[src/rtl/bram_access_pkg.sv]
// Shared definitions for the BRAM access front-end.
// Size codes, lane geometry and the stage-1 bookkeeping record that travels
// alongside each accepted request until its response is presented.
package bram_access_pkg;

    localparam int unsigned NUM_LANES   = 4;
    localparam int unsigned OFFSET_BITS = 2;

    typedef enum logic [1:0] {
        SIZE_BYTE = 2'd0,
        SIZE_HALF = 2'd1,
        SIZE_WORD = 2'd2,
        SIZE_RSVD = 2'd3
    } size_e;

    typedef struct packed {
        logic                   write;
        size_e                  size;
        logic                   is_unsigned;
        logic [OFFSET_BITS-1:0] off;
        logic                   error;
    } s1_info_t;

endpackage

[src/rtl/bram_access_align.sv]
// Purely combinational lane logic for the BRAM access front-end.
// Ports:
//   st_size, st_off, st_wdata -> byte_en, wdata_rep : store side (byte enables,
//                                                    lane-replicated write data)
//   ld_size, ld_off, ld_unsigned, rdata -> ld_data  : load side (shift to lane 0,
//                                                    zero/sign extend)
// Size code 3 is handled as a word on both sides.
module bram_access_align
    import bram_access_pkg::*;
(
    input  logic [1:0]  st_size,
    input  logic [1:0]  st_off,
    input  logic [31:0] st_wdata,
    output logic [3:0]  byte_en,
    output logic [31:0] wdata_rep,
    input  logic [1:0]  ld_size,
    input  logic [1:0]  ld_off,
    input  logic        ld_unsigned,
    input  logic [31:0] rdata,
    output logic [31:0] ld_data
);

    logic [31:0] shifted;

    always_comb begin
        byte_en   = 4'b1111;
        wdata_rep = st_wdata;
        case (st_size)
            SIZE_BYTE: begin
                byte_en   = 4'b0001 << st_off;
                wdata_rep = {4{st_wdata[7:0]}};
            end
            SIZE_HALF: begin
                byte_en   = 4'b0011 << st_off;
                wdata_rep = {2{st_wdata[15:0]}};
            end
            default: begin
                byte_en   = 4'b1111;
                wdata_rep = st_wdata;
            end
        endcase
    end

    always_comb begin
        shifted = rdata >> {ld_off, 3'b000};
        case (ld_size)
            SIZE_BYTE: ld_data = {{24{~ld_unsigned & shifted[7]}},  shifted[7:0]};
            SIZE_HALF: ld_data = {{16{~ld_unsigned & shifted[15]}}, shifted[15:0]};
            default:   ld_data = shifted;
        endcase
    end

endmodule

[src/rtl/bram_access_unit.sv]
// Load/store request front-end placed directly upstream of a byte-enabled BRAM.
// Ports:
//   clock, reset (async, active-low)
//   req_*   : byte-addressed load/store request, valid/ready handshake
//   resp_*  : one response per request, valid/ready handshake, 1-cycle latency
//   read*/write* : BRAM port (readData valid one cycle after readEnable)
// Build option: BRAM_ACCESS_ALIGN_CHECK_EN rejects misaligned and reserved-size
// requests with resp_error; without it offsets are forced to natural alignment
// and size 3 acts as a word.
module bram_access_unit
    import bram_access_pkg::*;
#(
    parameter int unsigned DATA_WIDTH = 32,
    parameter int unsigned ADDR_WIDTH = 8
) (
    input  logic                  clock,
    input  logic                  reset,
    input  logic                  req_valid,
    output logic                  req_ready,
    input  logic                  req_write,
    input  logic [1:0]            req_size,
    input  logic                  req_unsigned,
    input  logic [ADDR_WIDTH+1:0] req_address,
    input  logic [DATA_WIDTH-1:0] req_wdata,
    output logic                  resp_valid,
    input  logic                  resp_ready,
    output logic [DATA_WIDTH-1:0] resp_rdata,
    output logic                  resp_error,
    output logic                  readEnable,
    output logic [ADDR_WIDTH-1:0] readAddress,
    input  logic [DATA_WIDTH-1:0] readData,
    output logic                  writeEnable,
    output logic [3:0]            writeByteEnable,
    output logic [ADDR_WIDTH-1:0] writeAddress,
    output logic [DATA_WIDTH-1:0] writeData
);

    logic            fire;
    logic            ok;
    logic [1:0]      off;
    logic [1:0]      eff_size;
    logic [1:0]      eff_off;

    logic            s1_valid;
    s1_info_t        s1;
    logic [31:0]     ld_data;
    logic [31:0]     s1_rdata;

    logic            hold_valid;
    logic [31:0]     hold_rdata;
    logic            hold_error;

    assign off = req_address[1:0];

`ifdef BRAM_ACCESS_ALIGN_CHECK_EN
    always_comb begin
        eff_size = req_size;
        eff_off  = off;
        ok = !((req_size == SIZE_RSVD) ||
               (req_size == SIZE_HALF && off[0]) ||
               (req_size == SIZE_WORD && off != 2'b00));
    end
`else
    always_comb begin
        ok       = 1'b1;
        eff_size = (req_size == SIZE_RSVD) ? SIZE_WORD : req_size;
        eff_off  = off;
        if (eff_size == SIZE_HALF)
            eff_off = {off[1], 1'b0};
        else if (eff_size == SIZE_WORD)
            eff_off = 2'b00;
    end
`endif

    // A held response blocks intake; otherwise s1 must be retiring or empty.
    assign req_ready = reset & ~hold_valid & (~s1_valid | resp_ready);
    assign fire      = req_valid & req_ready;

    assign readEnable   = fire & ~req_write & ok;
    assign writeEnable  = fire &  req_write & ok;
    assign readAddress  = req_address[ADDR_WIDTH+1:2];
    assign writeAddress = req_address[ADDR_WIDTH+1:2];

    bram_access_align u_align (
        .st_size     (eff_size),
        .st_off      (eff_off),
        .st_wdata    (req_wdata),
        .byte_en     (writeByteEnable),
        .wdata_rep   (writeData),
        .ld_size     (s1.size),
        .ld_off      (s1.off),
        .ld_unsigned (s1.is_unsigned),
        .rdata       (readData),
        .ld_data     (ld_data)
    );

    assign s1_rdata = (s1.write | s1.error) ? '0 : ld_data;

    always_ff @(posedge clock or negedge reset) begin
        if (!reset) begin
            s1_valid   <= 1'b0;
            s1         <= '0;
            hold_valid <= 1'b0;
            hold_rdata <= '0;
            hold_error <= 1'b0;
        end else begin
            // s1 always empties after one cycle: either consumed or moved to hold.
            s1_valid <= fire;
            if (fire) begin
                s1.write       <= req_write;
                s1.size        <= size_e'(eff_size);
                s1.is_unsigned <= req_unsigned;
                s1.off         <= eff_off;
                s1.error       <= ~ok;
            end
            // BRAM output may change once the read has been presented, so a
            // stalled response is frozen here.
            if (hold_valid) begin
                if (resp_ready)
                    hold_valid <= 1'b0;
            end else if (s1_valid && !resp_ready) begin
                hold_valid <= 1'b1;
                hold_rdata <= s1_rdata;
                hold_error <= s1.error;
            end
        end
    end

    assign resp_valid = s1_valid | hold_valid;
    assign resp_rdata = hold_valid ? hold_rdata : (s1_valid ? s1_rdata : '0);
    assign resp_error = hold_valid ? hold_error : (s1_valid & s1.error);

endmodule

[config.mk]
export PLATFORM = sky130hd
export DESIGN_NAME = bram_access_unit
export DESIGN_NICKNAME = d
export VERILOG_FILES = /design/src/rtl/bram_access_pkg.sv /design/src/rtl/bram_access_align.sv /design/src/rtl/bram_access_unit.sv
export SDC_FILE = /design/constraint.sdc
export NUM_CORES = 1
export LEC_CHECK = 0
export BUFFER_PORTS_ARGS = -buffer_cell sky130_fd_sc_hd__buf_4
export CAP_MARGIN = 20
export CORE_AREA = 2 2 92 94
export DETAILED_ROUTE_END_ITERATION = 6
export DIE_AREA = 0 0 94 96
export GPL_ROUTABILITY_DRIVEN = 0
export PLACE_DENSITY = 0.75
export RECOVER_POWER = 100
export SETUP_SLACK_MARGIN = 0.5
export SLEW_MARGIN = 20
export SYNTH_ARGS = -nofsm -noshare
export SYNTH_HDL_FRONTEND = slang
export SYNTH_SLANG_ARGS = --single-unit
[constraint.sdc]
create_clock -name clock -period 2.6 [get_ports clock]
set_clock_uncertainty 0.05 [all_clocks]
set_input_delay 0.65 -clock clock [delete_from_list [all_inputs] [get_ports clock]]
set_output_delay 0.65 -clock clock [all_outputs]
set_load 0.05 [all_outputs]
## Word level (Yosys, flattened, before mapping)

Cells that the tools add are included.

- Equality and inequality tests: 4
- Shifts and indexed selects: 3
- Muxes and demuxes: 12
- Bitwise gates (word level): 13
- Reductions and logical operators: 5

Operator list:

| operator | count |
|---|---|
| $pmux 32 s2 | 2 |
| $mux 32 | 3 |
| $shr 32x5->32 | 1 |
| $pmux 4 s2 | 1 |
| $and 1x1->1 | 7 |
| $mux 2 | 3 |
| $eq 2x1->1 const B | 2 |
| $eq 2x2->1 const B | 2 |
| $logic_not 2->1 | 2 |
| $not 1->1 | 4 |
| $shl 1x2->4 const A | 1 |
| $shl 2x2->4 const A | 1 |
| $mux 1 | 3 |
| $or 1x1->1 | 2 |
| $reduce_and 2->1 | 1 |
| $logic_and 1x1->1 | 1 |
| $logic_not 1->1 | 1 |

- Register bits after elaboration: 40
- Input bits: 82
- Word-level logic and storage cells: 44

## Logic depth before layout (Yosys ltp)

Gate-level depths: netlist of run 1.

- Word-level depth: 7
- Depth in mapped cells: 7
- Depth with buffers taken out: 4

## Cells and area by module

Synthesis of run 1 repeated with hierarchy kept, for this count alone.

- Cell total of the unflattened synthesis: 388
- Area, all modules: 3,518.4 sq um

By module, submodules not included:

| module | times used | cells each | area an instance (sq um) |
|---|---|---|---|
| bram_access_unit | 1 | 223 | 2,288.4 |
| bram_access_align | 1 | 165 | 1,229.9 |

## Worst setup path after synthesis of run 1

Ideal clock, no wire load.

- Path kind: register to output
- From: reg s1[1] (netlist name)
- To: out resp_rdata[24]
- Data arrival time: 2.594 ns
- Required time: 1.900 ns
- Slack: -0.694 ns
- Cell stages (with the launch flop): 8
- Path through: dfrtp_1 buf_2 or2_2 clkbuf_1 o31ai_2 nor3_2 clkbuf_1 o21ai_0

- Longest elaborated chain between the ends: 6
- Elaborated cells between the ends (all ways): 7
- Classes of those cells: shift (1); mux (4); bitwise (2)

Ends and longest elaborated chain:

| element | line | text |
|---|---|---|
| start: declaration | bram_access_unit.sv:45 | `s1_info_t s1;` |
| $shr 32x5->32 * | bram_access_align.sv:45 | `shifted = rdata >> {ld_off, 3'b000};` |
| $and 1x1->1 (on tied branches) | bram_access_align.sv:48, bram_access_align.sv:47 |  |
| $pmux 32 s2 * | bram_access_align.sv:46 | `case (ld_size)` |
| $mux 32 * | bram_access_unit.sv:97 | `assign s1_rdata = (s1.write \| s1.error) ? '0 : ld_data;` |
| $mux 32 * (2 in series) | bram_access_unit.sv:130 | `assign resp_rdata = hold_valid ? hold_rdata : (s1_valid ? s1_rdata : '0);` |
| end: declaration | bram_access_unit.sv:27 | `output logic [DATA_WIDTH-1:0] resp_rdata,` |

Every way passes the cells marked *; elsewhere a longest branch is shown, timed or not.

## Worst setup path after layout of run 1

- From: reg s1[2] (netlist name)
- To: out resp_rdata[9]

- Longest elaborated chain between the ends: 6

Ends and longest elaborated chain:

| element | line | text |
|---|---|---|
| $shr 32x5->32 * | bram_access_align.sv:45 |  |
| $and 1x1->1 | bram_access_align.sv:47 | `SIZE_BYTE: ld_data = {{24{~ld_unsigned & shifted[7]}}, shifted[7:0]};` |
| $pmux 32 s2 * | bram_access_align.sv:46 |  |
| $mux 32 * | bram_access_unit.sv:97 |  |
| $mux 32 * (2 in series) | bram_access_unit.sv:130 |  |

Marked as above.

==> results of run 1 <==
[layer usage]
| layer | track usage [%] | share of wire [%] | vias to the layer above |
|---|---|---|---|
| met5 | 0 | 0 | - |
| met4 | 14.0 | 4.6 | 0 |
| met3 | 6.81 | 7.2 | 55 |
| met2 | 48.8 | 52 | 211 |
| met1 | 30.1 | 36 | 1819 |
| li1 | - | - | 1753 |
[through the flow]
step | worst slack (ns) | TNS (ns) | cells
CTS | -0.283 | -5.85 | 679
global placement | -0.293 | -2.98 | 648
detailed placement | -0.297 | -3.53 | 648
finish | -0.288 | -5.66 | 686
global route | -0.313 | -7.94 | 686
floorplan | -0.0161 | -0.0678 | 413
[cell usage in the layout, fill, tap and decap left out, types with 2 or more instances in the layout]
| cell type | netlist | layout |
|---|---|---|
| clkbuf_1 | 22 | 25 |
| nor2_2 | 1 | 3 |
| o31ai_1 | 10 | 2 |
| mux2_1 | 0 | 8 |
| bufbuf_16 | 0 | 3 |
| o31ai_2 | 1 | 4 |
| buf_8 | 0 | 19 |
| buf_4 | 25 | 115 |
| o21ai_4 | 0 | 25 |
| mux2_4 | 1 | 5 |
| buf_12 | 0 | 7 |
| nor3_4 | 0 | 2 |
| nor2_1 | 21 | 16 |
| mux2i_2 | 0 | 3 |
| a32o_2 | 0 | 7 |
| a21oi_1 | 8 | 8 |
| dfrtp_1 | 40 | 37 |
| o21bai_4 | 0 | 2 |
| dfrtp_2 | 0 | 3 |
| o21ai_0 | 59 | 18 |
| or2_4 | 0 | 2 |
| o21ai_1 | 0 | 16 |
| a21o_1 | 3 | 3 |
| clkbuf_2 | 0 | 6 |
| nand2_2 | 0 | 9 |
| mux2i_1 | 33 | 19 |
| nor2_4 | 0 | 3 |
| o31ai_4 | 0 | 5 |
| buf_2 | 5 | 2 |
| buf_6 | 2 | 35 |
| inv_1 | 15 | 13 |
| a32o_1 | 14 | 7 |
| mux2_2 | 18 | 6 |
| mux2i_4 | 0 | 11 |
| nand3_1 | 7 | 6 |
| nand2_1 | 99 | 90 |
| clkbuf_8 | 0 | 5 |
[flip-flops by register name, indices dropped and copies added, names as in the netlist]
name	count
s1_valid	1
hold_valid	1
s1	6
hold_rdata	32
[power by group]
part           total [mW]  switching (mW)  internal [mW]
Combinational        1.95            1.13          0.817
Sequential          0.913           0.114          0.799
Clock               0.540           0.251          0.289
Total                3.40            1.50           1.90
[repair_timing]
item / 4_1_cts / 5_1_grt
pin swaps: 20 / 11
resized for setup: 154 / 46
buffers inserted: 18 / 6
hold endpoints to repair: 0 / 0
gates cloned: 5 / 1
setup endpoints to repair: 70 / 79
[path summary, 6_finish.rpt]
| path | slack, ns | endpoint |
|---|---|---|
| setup / recovery | -0.29 | resp_rdata[9] |
| min in group asynchronous | 0.77 | hold_rdata[22]$_DFFE_PN0P_ |
| setup reg to reg | 0.06 | hold_rdata[15]$_DFFE_PN0P_ |
| hold reg to reg | 0.44 | hold_rdata[20]$_DFFE_PN0P_ |
| hold / removal | 0.44 | hold_rdata[20]$_DFFE_PN0P_ |
| max in group asynchronous | 1.02 | s1[2]$_DFFE_PN0P_ |
[worst register-to-register path, stage by stage (launching register included)]
cell      delay, ns
dfrtp_2        0.43
clkbuf_1       0.11
clkbuf_1       0.11
clkbuf_1       0.20
buf_2          0.25
or3b_4         0.46
clkbuf_2       0.44
a22o_1         0.38
[layout make-up]
type	count	area [um2]
Clock buffer	5	68.8
Clock inverter	3	46.3
Fill cell	578	2250
Inverter	16	72.6
Multi-Input combinational cell	303	2520
Sequential cell	40	1000
Tap cell	105	131
Timing Repair Buffer	214	1950
[kinds of logic (layout without fill, tap and decap cells)]
logic type,after synthesis,count (layout),share of synthesized area [%]
AOI/OAI and AO/OA,105,106,21.0
buffers and inverters,72,238,12.0
DFF,40,40,31.2
muxes,52,52,17.1
other,1,1,0.117
and+or+nand+nor,143,144,18.6
==> qor.yml, run 1 <==
run_status:
  status: "complete, but fails checks"
  violations: "setup timing"
route:
  drt_wl_total_um: 12900
  drt_iter0_markers: 194
  via_count: 3838
  drtPass1Iterations: 6
  vias_per_cell: 5.59
  ant_nets: 0
  drc: 0
  post_drt_wl_per_cell_um: 18.8
setup_path:
  endpoint_kind: "output port"
  path_buf_inv: 1
  arrival_ns: 2.19
  reg2regPathDepth: 7
  slowest_stage: "a2111o_2"
  cp.required_ns: 1.90
  worstSetupStartpointType: "flop"
  cp.depth: 5
  critical-path-top-delay-family: "compound AO/OA/AOI/OAI gates"
  critPathKind: "flop to output port"
  slowest_delay_ns: 0.50
  cp_cell_sequence: "mux2_4, nor3b_4, a2111o_2, a32o_2, buf_8"
  worstSetupStartpoint: "s1[2]$_DFFE_PN0P_"
  r2r_start: "hold_valid$_DFF_PN0_"
  crit_path_max_fanout: 7
die:
  fp.dieH_um: 96
  dieArea_um2: 9020
  coreArea_um2: 8050
  initial_core_util_pct: 39.8
  io_pins: 171
  rows: 33
  die_w_um: 94
min_path:
  whs_path_depth: 2
  hp-start: "hold_rdata[20]$_DFFE_PN0P_"
  min_path_type: "flop to flop"
sta:
  setup_viol: 25
  fin_worst_hold_slack_ns: 0.438
  max_freq_mhz: 346
  slew_headroom_pct: 32.0
  setup_slack_ns: -0.288
  rsz0062_at_grt: "yes"
  period_share_pct: 111
  worst_pin_slew_ns: 1.02
  fin_crit_ns: 2.89
  hold_violations: 0
  drv_slew: 0
yosys:
  syn-instance-count: 413
  synth.most_common_cell: "nand2_1"
  ys_seq_area_share_pct: 31.2
  synth_top_cell_area_share_pct: 31.2
  ys_ff_latch: 40
  synth_edf_count: 0
  synth_common_cells: "nand2_1, o21ai_0, dfrtp_1"
  synth_ff_type: "dfrtp_1"
  synth_area_leader_cell: "dfrtp_1"
  synth_area_leaders: "dfrtp_1, nand2_1, mux2i_1"
  synth_area_um2: 3210
  yosysUniqueCellTypes: 42
  synth_async_sr_flop_share_pct: 100
  syn_nets: 495
  avgSynthCellArea_um2: 7.76
  ys_warn_count: 0
job:
  max_cap_violations: 0
grt:
  grt_first_pass_wirelength_um: 19000
  grt_usage_pct: 27.3
  grt_pass1_vias: 3825
  grt_max_degree: 41
  gr-total-overflow: 0
  antenna_found_initial: 0
pwr:
  ir_drop_v: 0.000308
  p_leak_nw: 2.60
  p_total_mw: 3.40
  power_density_nw_per_um2: 587
final_layout:
  drive_gt1_share_pct: 51.8
  final_cell_area_um2: 5800
  syn_to_final_growth_pct: 80.8
  utilization_pct: 72.0
  nets: 662
  n_antenna_cell: 0
cts:
  root_buffer: "clkbuf_8"
  clk_path_buf_depth: 2
  clk_latency_ns: 0.30
  holdBufCountCts: 0
  cts_num_sinks: 40
  numCtsBuffers: 5
  htreeDepth: 2
  clk_pin_slew_worst_paths_ns: 0.08
  cts_tree: "yes"
placed_design:
  placed_area_um2: 4870
  portBuffers: 145
  dp_hpwl_um: 8210
No activity file was read; power rests on OpenSTA's default activity.
==> run 2: changes to the inputs <==
--- a/config.mk
+++ b/config.mk
@@ -7,12 +7,15 @@
 export LEC_CHECK = 0
 export BUFFER_PORTS_ARGS = -buffer_cell sky130_fd_sc_hd__buf_4
 export CAP_MARGIN = 20
-export CORE_AREA = 2 2 92 94
+export CELL_PAD_IN_SITES_DETAIL_PLACEMENT = 0
+export CELL_PAD_IN_SITES_GLOBAL_PLACEMENT = 1
+export CORE_AREA = 2 2 111 113
 export DETAILED_ROUTE_END_ITERATION = 6
-export DIE_AREA = 0 0 94 96
+export DIE_AREA = 0 0 113 115
 export GPL_ROUTABILITY_DRIVEN = 0
-export PLACE_DENSITY = 0.75
-export RECOVER_POWER = 100
+export HOLD_SLACK_MARGIN = 0.12
+export PLACE_DENSITY_LB_ADDON = 0.1
+export RECOVER_POWER = 50
 export SETUP_SLACK_MARGIN = 0.5
 export SLEW_MARGIN = 20
 export SYNTH_ARGS = -nofsm -noshare
==> run 2 against run 1 <==
  * The flow finishes with violations (DRC, setup timing)
  * Combinational power grew 7%
  * Die area up 44%
  * Via count is 5.5% lower
  * Cell area up 9.4%
  * Hold slack got worse by 0.011 ns
  * Final cell count increased by 6.3%
  * Flip-flop and latch count did not move
  * Global-route usage is 7.3 points lower
==> qor.yml, run 2 (synthesized netlist as in run 1, its figures left out) <==
run_status:
  status: "complete, but fails checks"
  violations: "DRC, setup timing"
sta:
  setup_viol: 24  # -4.0%
  tns_ns: -4.76  # +0.899 ns
  rsz0062_at_grt: "yes"
  max_freq_mhz: 348  # +0.49%
  setup_slack_ns: -0.274  # +0.0142 ns
  drv_slew: 0  # unchanged
  hold_violations: 0  # unchanged
  slew_headroom_pct: 28.6  # -3.5 points
  worst_pin_slew_ns: 1.07  # +0.0519 ns
  period_share_pct: 111  # -0.54 points
  fin_crit_ns: 2.87  # -0.0142 ns
pwr:
  p_leak_nw: 2.80  # +7.5%
  ir_drop_v: 0.000292  # -5.0%
  power_density_nw_per_um2: 591  # +0.64%
  p_total_mw: 3.75  # +10%
job:
  max_cap_violations: 0  # unchanged
route:
  drtPass1Iterations: 7  # +1
  drt_wl_total_um: 13500  # +4.7%
  ant_nets: 0  # unchanged
  drc: 4  # +4
  post_drt_wl_per_cell_um: 18.5  # -1.5%
  drt_iter0_markers: 141  # -27%
  vias_per_cell: 4.98  # -11%
  via_count: 3628  # -5.5%
placed_design:
  dp.cells: 684  # +5.6%
  dp_hpwl_um: 8970  # +9.3%
  portBuffers: 145  # unchanged
grt:
  grt_pass1_vias: 3734  # -2.4%
  grt_max_degree: 41  # unchanged
  gr-total-overflow: 0  # unchanged
  grt_usage_pct: 20.1  # -7.3 points
  grt_first_pass_wirelength_um: 20500  # +8.1%
  antenna_found_initial: 0  # unchanged
setup_path:
  critPathKind: "input pin to output port"
  arrival_ns: 2.17  # -0.02 ns
  worstSetupStartpointType: "input pin"
  reg2regPathDepth: 6  # -1
  cp.depth: 7  # +2
  cp_cell_sequence: "buf_4, mux2_4, nor3b_4, a2111o_1, buf_6, a32o_2, buf_8"
  cp.required_ns: 1.90  # about the same
  endpoint_kind: "output port"
  slowest_stage: "a2111o_1"
  slowest_delay_ns: 0.42  # -0.08 ns
  crit_path_max_fanout: 7  # unchanged
  critical-path-top-delay-family: "compound AO/OA/AOI/OAI gates"
  path_buf_inv: 3  # +2
final_layout:
  utilization_pct: 53.7  # -18 points
  reg.largest.list: "hold_rdata (32), s1 (6)"
  drive_gt1_share_pct: 57.9  # +6.1 points
  syn_to_final_growth_pct: 97.7
  top_register: "hold_rdata"
  largest_register_ff_count: 32  # unchanged
  final_cell_mix: "buf_4, nand2_1, buf_6"
  n_antenna_cell: 0  # unchanged
  final_common_cell: "buf_4"
  nets: 663  # +0.15%
  fin_cells: 729  # +6.3%
cts:
  holdBufCountCts: 0  # unchanged
  cts_tree: "yes"
  root_buffer: "clkbuf_16"
  clk_path_buf_depth: 2  # unchanged
  cts_num_sinks: 40  # unchanged
  clk_latency_ns: 0.29  # about the same
  htreeDepth: 2  # unchanged
  clk_pin_slew_worst_paths_ns: 0.07  # about the same
  numCtsBuffers: 5  # unchanged
die:
  die_w_um: 113  # +20%
  dieArea_um2: 13000  # +44%
  coreArea_um2: 11800  # +47%
  io_pins: 171  # unchanged
  initial_core_util_pct: 27.2  # -13 points
  rows: 40  # +21%
  fp.dieH_um: 115  # +20%
min_path:
  whs_path_depth: 2  # unchanged
  min_path_type: "flop to flop"
==> run 2: cell types whose count changed in the layout (fill, tap and decap cells not counted), moves of 7 or more <==
cell	before	now
buf_8	19	35
clkbuf_1	25	12
buf_6	35	47
buf_4	115	104
mux2_1	8	0
mux2_4	5	12
==> run 2: stage by stage <==
step	instance area, um2	hold slack [ns]	setup slack [ns]
floorplan	3670	0.304	-0.0161
global placement	4870	0.413	-0.247
detailed placement	4870	0.417	-0.258
CTS	5960	0.430	-0.266
global route	6340	0.456	-0.309
finish	6340	0.427	-0.274
==> run 2: area by class of cell <==
type | count | area (um2)
sequential | 40 | 1000
clock inverter | 3 | 46.3
tap | 147 | 184
fill | 1103 | 5470
inverter | 16 | 72.6
timing repair buffer | 216 | 2270
clock buffer | 5 | 125
multi-input combinational | 302 | 2640
==> run 2: worst reg2reg max path: stages, from the launching register on <==
cell and delay, ns:
dfrtp_2 0.38, clkbuf_1 0.11, clkbuf_1 0.39, clkinv_8 0.09
o2111ai_1 0.19, clkbuf_1 0.41, mux2_2 0.39
==> run 2: what timing repair did <==
action | in CTS | in global routing
cloned | 8 | 3
pin swaps | 8 | 30
buffers inserted | 16 | 10
setup endpoints to repair | 64 | 86
endpoints found under the hold margin | 0 | 0
gates resized for setup | 147 | 97
==> run 2: path summary, 6_finish.rpt <==
kind / slack, ns / from / end
max: -0.27 / readData[23] / resp_rdata[14]
min: 0.43 / hold_rdata[27]$_DFFE_PN0P_ / hold_rdata[27]$_DFFE_PN0P_
max reg2reg: 0.47 / hold_valid$_DFF_PN0_ / s1[3]$_DFFE_PN0P_
min reg2reg: 0.43 / hold_rdata[27]$_DFFE_PN0P_ / hold_rdata[27]$_DFFE_PN0P_
max in group asynchronous: 0.89 / reset / s1[6]$_DFFE_PN0P_
min in group asynchronous: 0.89 / reset / hold_rdata[24]$_DFFE_PN0P_
==> run 2: routing by layer <==
metal	vias up	track usage, %	part of all wire, %	routed length (um)
li1	1748	-	-	-
met1	1766	26.1	42	5600
met2	103	35.0	52	6970
met3	11	3.85	5.5	741
met4	0	3.98	1.2	160
met5	-	0	0	0
==> run 2: report_power, final <==
part	switching, mW	leakage, nW	total, mW	internal, mW
clock network	0.279	0.0804	0.736	0.457
registers	0.115	0.512	0.915	0.800
logic	1.15	2.20	2.09	0.949
total	1.54	2.80	3.75	2.21
